`src/rtl/mult_seq_pkg.sv`:
```
// Shared types and constants for the two-lane 16x16 partial-product operand sequencer.
// The state encoding matches the order in which the accumulator consumes the products.
package mult_seq_pkg;
    localparam int PP_CNT = 4;
    localparam int BYTE_W = 8;

    typedef enum logic [2:0] {
        IDLE,
        START,
        PP1,
        PP2,
        PP3,
        PP4,
        DRAIN
    } seq_state_t;
endpackage

```
`src/rtl/mult8x8_u.sv`:
```
// Combinational unsigned 8x8 -> 16 multiplier, one instance per lane.
// The result is at most 0xFE01, so 16 bits cannot overflow.
module mult8x8_u
    import mult_seq_pkg::*;
(
    input  logic [BYTE_W-1:0]   a,
    input  logic [BYTE_W-1:0]   b,
    output logic [2*BYTE_W-1:0] p
);
    assign p = {{BYTE_W{1'b0}}, a} * {{BYTE_W{1'b0}}, b};
endmodule

```
`src/rtl/mult16_pp_sequencer.sv`:
```
// Operand sequencer feeding the two-lane 16x16 partial-product accumulator: start pulse, four PPs, result handshake.
// Optional MULT_SEQ_PERF_EN adds op_count / stall_count performance counters.
module mult16_pp_sequencer
    import mult_seq_pkg::*;
#(
    parameter int TAG_W = 4
) (
    input  logic             clk,
    input  logic             rst,
    input  logic             in_valid,
    output logic             in_ready,
    input  logic [15:0]      a0,
    input  logic [15:0]      b0,
    input  logic [15:0]      a1,
    input  logic [15:0]      b1,
    input  logic [TAG_W-1:0] in_tag,
    output logic             start,
    output logic [15:0]      mult_out1,
    output logic [15:0]      mult_out2,
    output logic             res_valid,
    input  logic             res_ready,
    output logic [TAG_W-1:0] res_tag
`ifdef MULT_SEQ_PERF_EN
    ,
    output logic [31:0]      op_count,
    output logic [31:0]      stall_count
`endif
);
    seq_state_t state, state_nxt;

    logic [15:0]      a0_q, b0_q, a1_q, b1_q;
    logic [TAG_W-1:0] tag_q;
    logic             accept;
    logic             hi_a, hi_b, pp_phase;
    logic [BYTE_W-1:0]   a0_sel, b0_sel, a1_sel, b1_sel;
    logic [2*BYTE_W-1:0] p0, p1;

    assign accept = (state == IDLE) && in_valid;

    always_ff @(posedge clk or posedge rst) begin
        if (rst) begin
            state <= IDLE;
            a0_q  <= '0;
            b0_q  <= '0;
            a1_q  <= '0;
            b1_q  <= '0;
            tag_q <= '0;
        end else begin
            state <= state_nxt;
            if (accept) begin
                a0_q  <= a0;
                b0_q  <= b0;
                a1_q  <= a1;
                b1_q  <= b1;
                tag_q <= in_tag;
            end
        end
    end

    always_comb begin
        state_nxt = state;
        in_ready  = 1'b0;
        start     = 1'b0;
        res_valid = 1'b0;
        res_tag   = '0;
        case (state)
            IDLE: begin
                in_ready = 1'b1;
                if (in_valid) state_nxt = START;
            end
            START: begin
                start     = 1'b1;
                state_nxt = PP1;
            end
            PP1:   state_nxt = PP2;
            PP2:   state_nxt = PP3;
            PP3:   state_nxt = PP4;
            PP4:   state_nxt = DRAIN;
            DRAIN: begin
                res_valid = 1'b1;
                res_tag   = tag_q;
                if (res_ready) state_nxt = IDLE;
            end
            default: state_nxt = IDLE;
        endcase
    end

    // Product order: lo*lo, lo(a)*hi(b), hi(a)*lo(b), hi*hi.
    assign hi_a     = (state == PP3) || (state == PP4);
    assign hi_b     = (state == PP2) || (state == PP4);
    assign pp_phase = (state == PP1) || (state == PP2) || (state == PP3) || (state == PP4);

    assign a0_sel = hi_a ? a0_q[15:8] : a0_q[7:0];
    assign b0_sel = hi_b ? b0_q[15:8] : b0_q[7:0];
    assign a1_sel = hi_a ? a1_q[15:8] : a1_q[7:0];
    assign b1_sel = hi_b ? b1_q[15:8] : b1_q[7:0];

    mult8x8_u u_mul_lane0 (.a(a0_sel), .b(b0_sel), .p(p0));
    mult8x8_u u_mul_lane1 (.a(a1_sel), .b(b1_sel), .p(p1));

    assign mult_out1 = pp_phase ? p0 : 16'd0;
    assign mult_out2 = pp_phase ? p1 : 16'd0;

`ifdef MULT_SEQ_PERF_EN
    always_ff @(posedge clk or posedge rst) begin
        if (rst) begin
            op_count    <= '0;
            stall_count <= '0;
        end else begin
            if (res_valid && res_ready) op_count <= op_count + 32'd1;
            if (in_valid && !in_ready)  stall_count <= stall_count + 32'd1;
        end
    end
`endif
endmodule

```
`config.mk`:
```
export PLATFORM = sky130hd
export DESIGN_NAME = mult16_pp_sequencer
export DESIGN_NICKNAME = d
export VERILOG_FILES = /design/src/rtl/mult_seq_pkg.sv /design/src/rtl/mult8x8_u.sv /design/src/rtl/mult16_pp_sequencer.sv
export SDC_FILE = /design/constraint.sdc
export NUM_CORES = 1
export LEC_CHECK = 0
export ABC_CLOCK_PERIOD_IN_PS = 6400
export BUFFER_PORTS_ARGS = -buffer_cell sky130_fd_sc_hd__buf_2
export CELL_PAD_IN_SITES_DETAIL_PLACEMENT = 0
export CELL_PAD_IN_SITES_GLOBAL_PLACEMENT = 1
export CORE_MARGIN = 2
export CORE_UTILIZATION = 46
export CTS_CLUSTER_SIZE = 40
export DETAILED_ROUTE_END_ITERATION = 6
export PLACE_DENSITY = 0.82
export SYNTH_ARGS = -nofsm -noshare
export SYNTH_HDL_FRONTEND = slang
export SYNTH_SLANG_ARGS = --single-unit
```
`constraint.sdc`:
```
create_clock -name clk -period 6.4 [get_ports clk]
set_input_delay 0 -clock clk [delete_from_list [all_inputs] [get_ports clk]]
set_output_delay 0 -clock clk [all_outputs]
set_load 0.02 [all_outputs]
```
## Yosys cells after proc, flatten, opt, wreduce, memory -nomap -nowiden

Index checks and enable logic that the tools add are counted.

| word-level totals | value |
|---|---|
| bits of input ports | 72 |
| logic and storage cells | 37 |
| bits in registers | 71 |
| output and inout bits | 39 |

| cells by class | value |
|---|---|
| muxes and demuxes | 13 |
| reductions and logical operators | 8 |
| multiply operators | 2 |
| eq/ne operators | 8 |

Operators by type and width:

| operator | number |
|---|---|
| $mul A8 B8 Y16 | 2 |
| $mux W16 | 2 |
| $mux W8 | 4 |
| $pmux W3 S7 | 1 |
| $eq A3 B3 Y1 const B | 3 |
| $eq A3 B2 Y1 const B | 2 |
| $mux W3 | 2 |
| $logic_or A1 B1 Y1 | 5 |
| $mux W4 | 1 |
| $ne A2 B2 Y1 const B | 2 |
| $eq A3 B1 Y1 const B | 1 |
| $logic_not A3 Y1 | 1 |
| $mux W1 | 3 |
| $reduce_and A2 Y1 | 1 |
| $logic_and A1 B1 Y1 | 1 |

## Longest topological paths before layout

Gate-level depths: netlist of the first run.

| logic depth | value |
|---|---|
| word-level depth | 5 |
| gate-level depth with buffers | 24 |
| mapped depth without buffers | 19 |

## Cells and area by module

From an unflattened synthesis of the first run, not the netlist that was laid out.

| unflattened totals | value |
|---|---|
| cells, all modules | 777 |
| area, all modules | 7780.0 µm² |

Modules (own cells, without submodules):

| module | sequential area each (µm²) | instances | cells an instance | area each (µm²) |
|---|---|---|---|---|
| mult16_pp_sequencer | 1776.7 | 1 | 276 | 3443.3 |
| mult8x8_u (u_mul_lane0) | 0.0 | 1 | 258 | 2210.9 |
| mult8x8_u (u_mul_lane1) | 0.0 | 1 | 243 | 2125.8 |

## Worst setup path after synthesis of the first run

OpenSTA, ideal clock, no wires.

| timing | value |
|---|---|
| kind | flip-flop to output port |
| start | reg state[2] |
| end | out mult_out1[12] |
| cell stages (with the launch flop) | 22 |
| slack | 976 ps |
| arrival | 5424 ps |
| required time | 6400 ps |
| path buffers | 4 |
| path through | dfrtp_1 > buf_2 > nor2b_4 > buf_6 > or2_1 > buf_2 > nand2_4 > buf_8 > mux2i_2 > nor2_1 > fa_1 > fa_1 > fa_1 > inv_1 > fa_1 > inv_1 > ha_1 > a21o_1 > a21o_1 > a21o_1 > o21ai_0 > nor3b_1 |

| between the ends | value |
|---|---|
| word-level cells in the longest chain between the ends | 5 |
| elaborated cells between the ends (all ways) | 13 |
| those cells by class | mul (1); eq/ne (4); mux (3); reduce/logical (5) |

RTL lines:

| what | line | RTL |
|---|---|---|
| from (decl) | mult16_pp_sequencer.sv:29 | `seq_state_t state, state_nxt;` |
| from (signal assigned) | mult16_pp_sequencer.sv:49 | `state <= state_nxt;` |
| $eq A3 B3 Y1 (tied with other cells) | mult16_pp_sequencer.sv:89, mult16_pp_sequencer.sv:91 |  |
| $logic_or A1 B1 Y1, on equally long branches | mult16_pp_sequencer.sv:89, mult16_pp_sequencer.sv:90, mult16_pp_sequencer.sv:91 |  |
| $mux W8 (tied with other cells) | mult16_pp_sequencer.sv:93 | `assign a0_sel = hi_a ? a0_q[15:8] : a0_q[7:0];` |
| $mul A8 B8 Y16 or $logic_or A1 B1 Y1 (tied branches) | mult8x8_u.sv:10, mult16_pp_sequencer.sv:91 |  |
| $mux W16 (*) | mult16_pp_sequencer.sv:101 | `assign mult_out1 = pp_phase ? p0 : 16'd0;` |
| to (decl) | mult16_pp_sequencer.sv:18 | `output logic [15:0] mult_out1,` |

Mark *: on every way between the ends. The rest lies on a longest branch, timed or not.

## Worst setup path in the final report of the first run

| timing | value |
|---|---|
| start | reg state[1] |
| end | out mult_out2[14] |

| between the ends | value |
|---|---|
| word-level cells in the longest chain between the ends | 5 |
| elaborated cells between the ends (all ways) | 13 |
| those cells by class | mul (1); eq/ne (4); mux (3); reduce/logical (5) |

RTL lines:

| what | line | RTL |
|---|---|---|
| $eq A3 B3 Y1 (tied with other cells) | mult16_pp_sequencer.sv:89, mult16_pp_sequencer.sv:91 |  |
| $logic_or A1 B1 Y1, on equally long branches | mult16_pp_sequencer.sv:89, mult16_pp_sequencer.sv:90, mult16_pp_sequencer.sv:91 |  |
| $mux W8 (tied with other cells) | mult16_pp_sequencer.sv:95 | `assign a1_sel = hi_a ? a1_q[15:8] : a1_q[7:0];` |
| $mul A8 B8 Y16 or $logic_or A1 B1 Y1 (tied branches) | mult8x8_u.sv:10, mult16_pp_sequencer.sv:91 |  |
| $mux W16 (*) | mult16_pp_sequencer.sv:102 | `assign mult_out2 = pp_phase ? p1 : 16'd0;` |
| to (decl) | mult16_pp_sequencer.sv:19 | `output logic [15:0] mult_out2,` |

Marks and branches as above.

==> results of run 1 <==
==> stage by stage <==
| stage | hold slack (ns) | worst slack, ns |
|---|---|---|
| finish | 0.0302 | 0.441 |
| CTS | 0.0166 | 0.301 |
| global placement | 0.233 | 0.780 |
| detailed placement | 0.236 | 0.681 |
| global route | 0.0400 | 0.0358 |
| floorplan | 0.152 | 0.976 |
==> cell usage after synthesis, types with 3 or more instances <==
cell	count	share of area, %
sky130_fd_sc_hd__nor2_1	113	5.8
sky130_fd_sc_hd__inv_1	106	5.5
sky130_fd_sc_hd__fa_1	72	20
sky130_fd_sc_hd__ha_1	72	12
sky130_fd_sc_hd__dfrtp_1	71	24
sky130_fd_sc_hd__mux2_2	68	11
sky130_fd_sc_hd__a21oi_1	26	1.8
sky130_fd_sc_hd__mux2i_1	24	3.3
sky130_fd_sc_hd__or2_1	21	1.8
sky130_fd_sc_hd__a21o_1	20	2.1
sky130_fd_sc_hd__and2_1	15	1.3
sky130_fd_sc_hd__buf_2	11	0.76
sky130_fd_sc_hd__nor3_1	11	0.76
sky130_fd_sc_hd__mux2i_2	10	1.9
sky130_fd_sc_hd__nand4_1	10	0.86
sky130_fd_sc_hd__o21ai_0	10	0.69
sky130_fd_sc_hd__xor2_1	10	1.2
sky130_fd_sc_hd__nand2_1	9	0.46
sky130_fd_sc_hd__clkbuf_1	7	0.36
sky130_fd_sc_hd__a31oi_1	6	0.52
sky130_fd_sc_hd__or2_2	6	0.52
sky130_fd_sc_hd__nand3_1	5	0.34
sky130_fd_sc_hd__nor3b_1	4	0.41
sky130_fd_sc_hd__and3_1	3	0.26
==> layout make-up <==
cell class | instances | area [sq um]
fillers | 1343 | 6260
multi-input cells | 532 | 5020
flip-flops and latches | 71 | 1780
repair buffers | 191 | 1330
inverters | 106 | 398
well taps | 211 | 264
clock buffers | 10 | 239
clock inverters | 5 | 25.0
==> what timing repair did <==
item / in CTS / in global routing
endpoints found under the hold margin: 139 / 0
resized for setup: 0 / 4
setup endpoints to repair: 0 / 3
hold buffers: 69 / 0
==> cells by family after synthesis <==
kind of cell,after synthesis
AOI/OAI and AO/OA,72
xor gates and xnor gates,12
adders and majority gates,144
buffers and inverters,126
DFF,71
muxes,102
and+or+nand+nor,202
==> flip-flops by register name, summed over array words and instances, names as in the netlist <==
signal / flops
a1_q: 16
b0_q: 16
a0_q: 16
state: 3
b1_q: 16
tag_q: 4
==> critical path: stages, from the launching register on <==
cell and delay (ns):
sky130_fd_sc_hd__dfrtp_1 0.48, sky130_fd_sc_hd__nor2b_1 0.21, sky130_fd_sc_hd__or2_1 0.27, sky130_fd_sc_hd__nand2_4 0.31, sky130_fd_sc_hd__mux2i_1 0.61, sky130_fd_sc_hd__nor2_1 0.15, sky130_fd_sc_hd__fa_1 0.43, sky130_fd_sc_hd__fa_1 0.50
sky130_fd_sc_hd__inv_1 0.06, sky130_fd_sc_hd__fa_1 0.49, sky130_fd_sc_hd__fa_1 0.49, sky130_fd_sc_hd__inv_1 0.04, sky130_fd_sc_hd__ha_1 0.34, sky130_fd_sc_hd__a21o_1 0.20, sky130_fd_sc_hd__a21oi_1 0.27, sky130_fd_sc_hd__a21oi_1 0.17
sky130_fd_sc_hd__a31oi_1 0.24, sky130_fd_sc_hd__mux2i_1 0.20, sky130_fd_sc_hd__buf_2 0.18
==> layer usage <==
layer | vias to the layer above | wire (microns) | GRT usage, % | part of all wire [%]
li1 | 2744 | - | - | -
met1 | 2784 | 7990 | 29.5 | 45
met2 | 130 | 8370 | 36.6 | 48
met3 | 28 | 745 | 3.40 | 4.2
met4 | 0 | 462 | 7.84 | 2.6
met5 | - | 0 | 0 | 0
==> worst min path at each step <==
stage | start | end | depth (start not counted)
global placement | in_tag[2] | tag_q[2] | 2
detailed placement | in_tag[3] | tag_q[3] | 2
floorplan | a1[14] | a1_q[14] | 1
finish | res_ready | state[1] | 4
CTS | res_ready | state[1] | 4
global route | res_ready | state[1] | 4
==> results.md, run 1 <==
- The run finished with clean final reports.
- The vertical extent of the die is roughly 130 microns.
- Each instance of the synthesized netlist takes up on average 9.99 sq um.
- Entering global routing, the biggest net connects ~70 pins.
- The latest clock arrival within the worst-skew pair is approximately 0.33 ns.
- Global routing used roughly 22% of the available tracks.
- The detailed placer's ending HPWL is between 10 and 15 mm.
- The area growth from synthesis to layout is 24.3%.
- For this configuration, the core starts out at a cell density of about 48%.
- The total vias in the final route is around 5700.
- After layout, the worst path uses between 90% and 100% of the clock period.
- The die covers 16900 sq um.
- The arrival time at the worst endpoint is 5.96 ns.
- The synthesized design contains 71 register bits.
- The total cell area at the placement stage is roughly 8100 sq um.
- Summed over all failing endpoints, the final setup total negative slack is 0 ns.
- In this run the clock root is driven by a sky130_fd_sc_hd__clkbuf_16.
- The transition time at the pin with the least slew margin is between 1 and 1.5 ns.
- The count of port buffers added during placement is 110.
- The largest fanout on the critical path is 16.
- The type of element launching the critical path is a flop.
- Based on the critical path, the design can be clocked at up to approximately 170 MHz.
- Once layout is done, the placed cells without fillers occupy ~9000 sq um.
- In this run the worst setup path terminates at mult_out2[14].
- Setup repair after global routing left no endpoint under its margin.
- The count of different cell masters after synthesis is 37.
- The worst reg2reg path startpoint is state[1].
- The overflow left after global routing is 0.
- The number of sinks handled by clock tree synthesis is between 70 and 80.
- Wires add up to around 18 mm.
- The number of enable flip-flop cells after synthesis is 0.
- The type of the setup path with the least slack is reg2out.
- For this run, the leading register cell type out of synthesis is sky130_fd_sc_hd__dfrtp_1.
- The share of flip-flops with an asynchronous set or reset is 100%.
- The area share of fa/ha/maj cells after synthesis is 32.2%.
- The beginning of the critical path is state[1].
- The TritonCTS clock tree is done.
- The tool flagged a number of max-cap violations equal to 0.
- In the synthesized netlist, mux cells make up between 10% and 20% of the area.
- Once placement completed, the tool counted placed cells totaling around 1000.
- The class of the worst hold path is in2reg.
- The number of setup buffers added after CTS is 0.
- The total of endpoints with negative setup slack in the final report is 0.
- The total standard cell area after synthesis is approximately 7300 sq um.
- The share of the core filled with cells is about 60%.
- The count of antenna-violating nets left after detailed routing is 0.
- In this run the critical register-to-register path is captured at a0_q[2].
- The post-synthesis compound-gate area fraction is a little over 6%.
- Sequential cells were found to cover 24.4% of the synthesized design area.
- The area of the core is ~15000 sq um.
- The number of iterations in the first detailed-routing pass is 4.
- Between clock sinks in the finished design, the worst skew comes to 0.00496 ns.
- The Yosys warning count is 0.
- During I/O placement, the number of pins put on the boundary was approximately 110.
- The count of antenna diodes in the layout is 0.
- Routability-driven placement finished with a final weighted congestion of roughly 0.84.
- After detailed routing, the number of remaining DRC violations is 0.
- The total number of placement rows is 45.
- Data on the critical path is required at its endpoint by 6.40 ns.
- The first global-routing pass estimated about 30 mm of wire.
- After Yosys synthesis, XOR and XNOR cells account for under 10% of the synthesized area.
- The die width is between 100 and 150 microns.
- The most frequent standard cell in the layout excluding fill and tap cells is sky130_fd_sc_hd__nor2_1.
- The filler-free cell count of the finished design is 1126.
- STA classifies the critical path endpoint as an output port.
- After Yosys synthesis, and, or, nand and nor cells account for between 10% and 20% of the synthesized area.
- The number of H-tree levels is 3.
- The via-per-instance ratio is ~5.0.
- The via count of the first global-routing pass is roughly 6000.
- Synthesis produced a netlist with a net count of 945.
- In the final layout, the share of cells above drive strength 1 is between 20% and 30%.
- The number of max-slew violations in the final report came to 0.
- Counting I/O delays and the setup requirement, the final critical path takes 5.96 ns.
- Measured against its own limit, the worst slew margin works out to between 20% and 30%.
- In the layout the commonest cells are 112 x sky130_fd_sc_hd__nor2_1, 110 x sky130_fd_sc_hd__buf_2, 105 x sky130_fd_sc_hd__inv_1.
- Synthesis produced a netlist whose cell count is roughly 730.
- In the final routed layout, each cell accounts on average for 15.6 microns.
- Clock tree synthesis inserted a total of 9 buffers.
- The hold violation count in the final report is 0.
- The setup check on the worst reg-to-reg path leaves a slack of 3.82 ns.
- The number of antenna violations at the first check in global routing is 0.
- The clock slew at the register clock pins of the worst setup and hold paths is 0.05 ns.
- In this run, the number of DRC markers left after iteration 0 of detailed routing was 199.
- The depth of the most critical reg-to-reg path is 4.
- By area, the combinational part of the netlist is dominated by adder cells.
- The number of nets at the end of the flow is approximately 1100.
- The deepest clock path buffer count is 2.
Power of run 1 is not shown: default switching activity piles up to over one toggle a cycle in this logic, so the estimate is an artifact.
==> inputs of run 2 (changes only) <==
--- a/config.mk
+++ b/config.mk
@@ -5,15 +5,15 @@
 export SDC_FILE = /design/constraint.sdc
 export NUM_CORES = 1
 export LEC_CHECK = 0
-export ABC_CLOCK_PERIOD_IN_PS = 6400
+export ABC_CLOCK_PERIOD_IN_PS = 5100
 export BUFFER_PORTS_ARGS = -buffer_cell sky130_fd_sc_hd__buf_2
 export CELL_PAD_IN_SITES_DETAIL_PLACEMENT = 0
 export CELL_PAD_IN_SITES_GLOBAL_PLACEMENT = 1
 export CORE_MARGIN = 2
-export CORE_UTILIZATION = 46
+export CORE_UTILIZATION = 41
 export CTS_CLUSTER_SIZE = 40
 export DETAILED_ROUTE_END_ITERATION = 6
-export PLACE_DENSITY = 0.82
+export PLACE_DENSITY = 0.77
 export SYNTH_ARGS = -nofsm -noshare
 export SYNTH_HDL_FRONTEND = slang
 export SYNTH_SLANG_ARGS = --single-unit
==> constraint.sdc (replaced) <==
create_clock -name clk -period 5.1 [get_ports clk]
set_input_delay 0 -clock clk [delete_from_list [all_inputs] [get_ports clk]]
set_output_delay 0 -clock clk [all_outputs]
set_load 0.02 [all_outputs]
==> results.md, run 2 (synthesized netlist as in run 1, its figures left out) <==
- The number of cells on the worst reg-to-reg path is 6.
- The number of max-slew violations in the final report is 0.
- Along the worst path, the maximum fanout reaches 6.
- The number of placed instances, taps included, is 1123.
- The worst hold margin is 0.0190 ns.
- The overflow left after global routing is 0.
- Buffers inserted during clock tree synthesis total 9.
- Cells with a size suffix above 1 make up 36.7% of the layout.
- The hold violation count in the final report is 0.
- Cells fill 59.4% of the core in the end.
- The area of the core is 17400 sq um.
- Data on the critical path arrives at its endpoint at 5.35 ns.
- The count of nets left with antenna violations once routing finished came out at 0.
- The critical path in this run is classified as reg2out.
- The number of primary I/O pins is 111.
- The deepest clock path buffer count is 2.
- The worst hold path depth is 3.
- TritonCTS built the clock tree.
- In this run the core area contains between 40 and 50 standard-cell rows.
- After layout, the worst path uses 105% of the clock period.
- CTS built an H-tree with a depth of 3.
- The slack of the worst reg-to-reg path is ~2.4 ns.
- Across the routed clock network, the largest skew measured is about 0.01 ns.
- The final layout contains routed wiring with a total length of approximately 18 mm.
- The clock slew at the register clock pins of the worst setup and hold paths is 0.06 ns.
- The total vias in the final route is 6030.
- STA classifies the critical path startpoint as a flop.
- The die width is ~140 microns.
- The data required time at the worst endpoint is 5.10 ns.
- Measured against its own limit, the worst slew margin works out to roughly two fifths.
- In this run the worst hold path is classified as in2reg.
- The first routing iteration left between 200 and 300 violations.
- For the pin with the worst max-slew slack, the measured transition is approximately 0.90 ns.
- In the final routed layout, each cell accounts on average for approximately 15 microns.
- The via count of the first global-routing pass is 6104.
- Clock latency on the worst-skew pair, taken at its later pin, is around 0.34 ns.
- Setup repair after global routing could not meet its margin everywhere.
- In the routed layout, each cell is associated on average with a via count of around 4.9.
- Detailed placement finished with a half-perimeter wire length of ~14 mm.
- Leaving out fill and tap cells, the most frequent cell in the layout is sky130_fd_sc_hd__nor2_1.
- The first global-routing pass estimated approximately 30 mm of wire.
- The number of antenna diodes in the final layout is 0.
- The number of antenna violations at the first check in global routing is 0.
- The global-route usage over all layers is around a fifth.
- Entering global routing, the biggest net connects 72 pins.
- Across the run, the number of max-cap violations was 0.
- The number of nets at the end of the flow is 1212.
- The maximum achievable frequency is between 150 and 200 MHz.
- From bottom edge to top edge, the die measures 137 microns.
- The clock period minus worst slack is around 5.3 ns.
- The die covers 18800 sq um.
- The top cell types in the final layout, fill and taps aside, are 108 x sky130_fd_sc_hd__nor2_1, 103 x sky130_fd_sc_hd__inv_1, 96 x sky130_fd_sc_hd__buf_2.
- After filler insertion, the fill cell instance count of the layout stands at around 1500.
- The worst setup margin is -0.248 ns.
- The first detailed-routing pass took 4 iterations.
- The area growth from synthesis to layout is 41.6%.
- The critical path capture point type is an output port.
- The flow ran to the end, but the final reports show violations.
- Setup violations remaining at the end of the flow were counted as 15.
- The tree built by TritonCTS fans out to 71 sinks.
- The count of port buffers added during placement is 110.
- For this run, design rule violations remaining after detail routing come to 0.
- Clock tree synthesis selected as its root buffer the cell sky130_fd_sc_hd__clkbuf_16.
- The final reports fail on negative setup slack.
- The starting density of the core is between 40% and 50%.
- The filler-free cell count of the finished design is ~1200.
- The weighted congestion at the end of routability-driven global placement is approximately 0.84.
==> run 2: cell count changes in the layout (fill, tap and decap cells not counted), sizes merged <==
| cell | change |
|---|---|
| buf | +84 |
| clkbuf | +1 |
| dlygate4sd3 | +1 |
| inv | +1 |
| clkinvlp | +1 |
| bufinv | +1 |
| clkinv | -3 |
==> run 2: per-stage QoR <==
step | TNS [ns] | area [sq um] | setup slack [ns]
3_5_place_dp | -0.652 | 8720 | -0.168
6_report | -1.97 | 10300 | -0.248
2_1_floorplan | -0.373 | 7380 | -0.127
5_1_grt | -5.09 | 10300 | -0.422
3_3_place_gp | -0.299 | 8720 | -0.107
4_1_cts | -1.91 | 10100 | -0.239
==> run 2: metal layers <==
layer / vias up / GRT usage, % / part of all wire, %
met5: - / 0 / 0
met2: 137 / 32.4 / 47
met1: 2956 / 28.5 / 47
met3: 12 / 2.58 / 4.7
li1: 2925 / - / -
met4: 0 / 3.89 / 0.82
==> run 2: final timing paths <==
kind | startpoint | end
min | in_valid | state[0]
min in group asynchronous | rst | b1_q[4]
max | state[1] | mult_out2[15]
min reg2reg | a0_q[15] | a0_q[15]
max in group asynchronous | rst | b0_q[2]
max reg2reg | state[1] | b1_q[6]
==> run 2: timing repair <==
item / 4_1_cts / 5_1_grt
pin swaps: 50 / 19
endpoints found under the setup margin: 17 / 18
buffers inserted: 11 / 7
hold endpoints to repair: 140 / 0
resized for setup: 75 / 26
hold buffers: 70 / 0
==> run 2: area by class of cell <==
class | instances | area (sq um) | share of cell area (%)
multi-input cells | 532 | 5440 | 52.8
repair buffers | 276 | 2110 | 20.5
flip-flops and latches | 71 | 1780 | 17.2
inverters | 106 | 398 | 3.86
well taps | 225 | 282 | 2.73
clock buffers | 11 | 243 | 2.35
clock inverters | 5 | 56.3 | 0.546
==> run 2: worst max-delay path, stage by stage (launching register included) <==
cell                       delay, ns
sky130_fd_sc_hd__dfrtp_1        0.42
sky130_fd_sc_hd__nor2b_4        0.15
sky130_fd_sc_hd__or2_4          0.26
sky130_fd_sc_hd__nand2_4        0.08
sky130_fd_sc_hd__buf_12         0.14
sky130_fd_sc_hd__mux2i_4        0.37
sky130_fd_sc_hd__or2_4          0.20
sky130_fd_sc_hd__fa_1           0.44
sky130_fd_sc_hd__fa_1           0.54
sky130_fd_sc_hd__inv_1          0.05
sky130_fd_sc_hd__fa_1           0.47
sky130_fd_sc_hd__inv_1          0.05
sky130_fd_sc_hd__fa_1           0.49
sky130_fd_sc_hd__inv_2          0.05
sky130_fd_sc_hd__ha_4           0.28
sky130_fd_sc_hd__nand2_2        0.05
sky130_fd_sc_hd__o211ai_1       0.28
sky130_fd_sc_hd__nand3_1        0.20
sky130_fd_sc_hd__nand4_1        0.12
sky130_fd_sc_hd__nor3b_4        0.24
sky130_fd_sc_hd__buf_6          0.15
Power of run 2 is left out for the same reason.
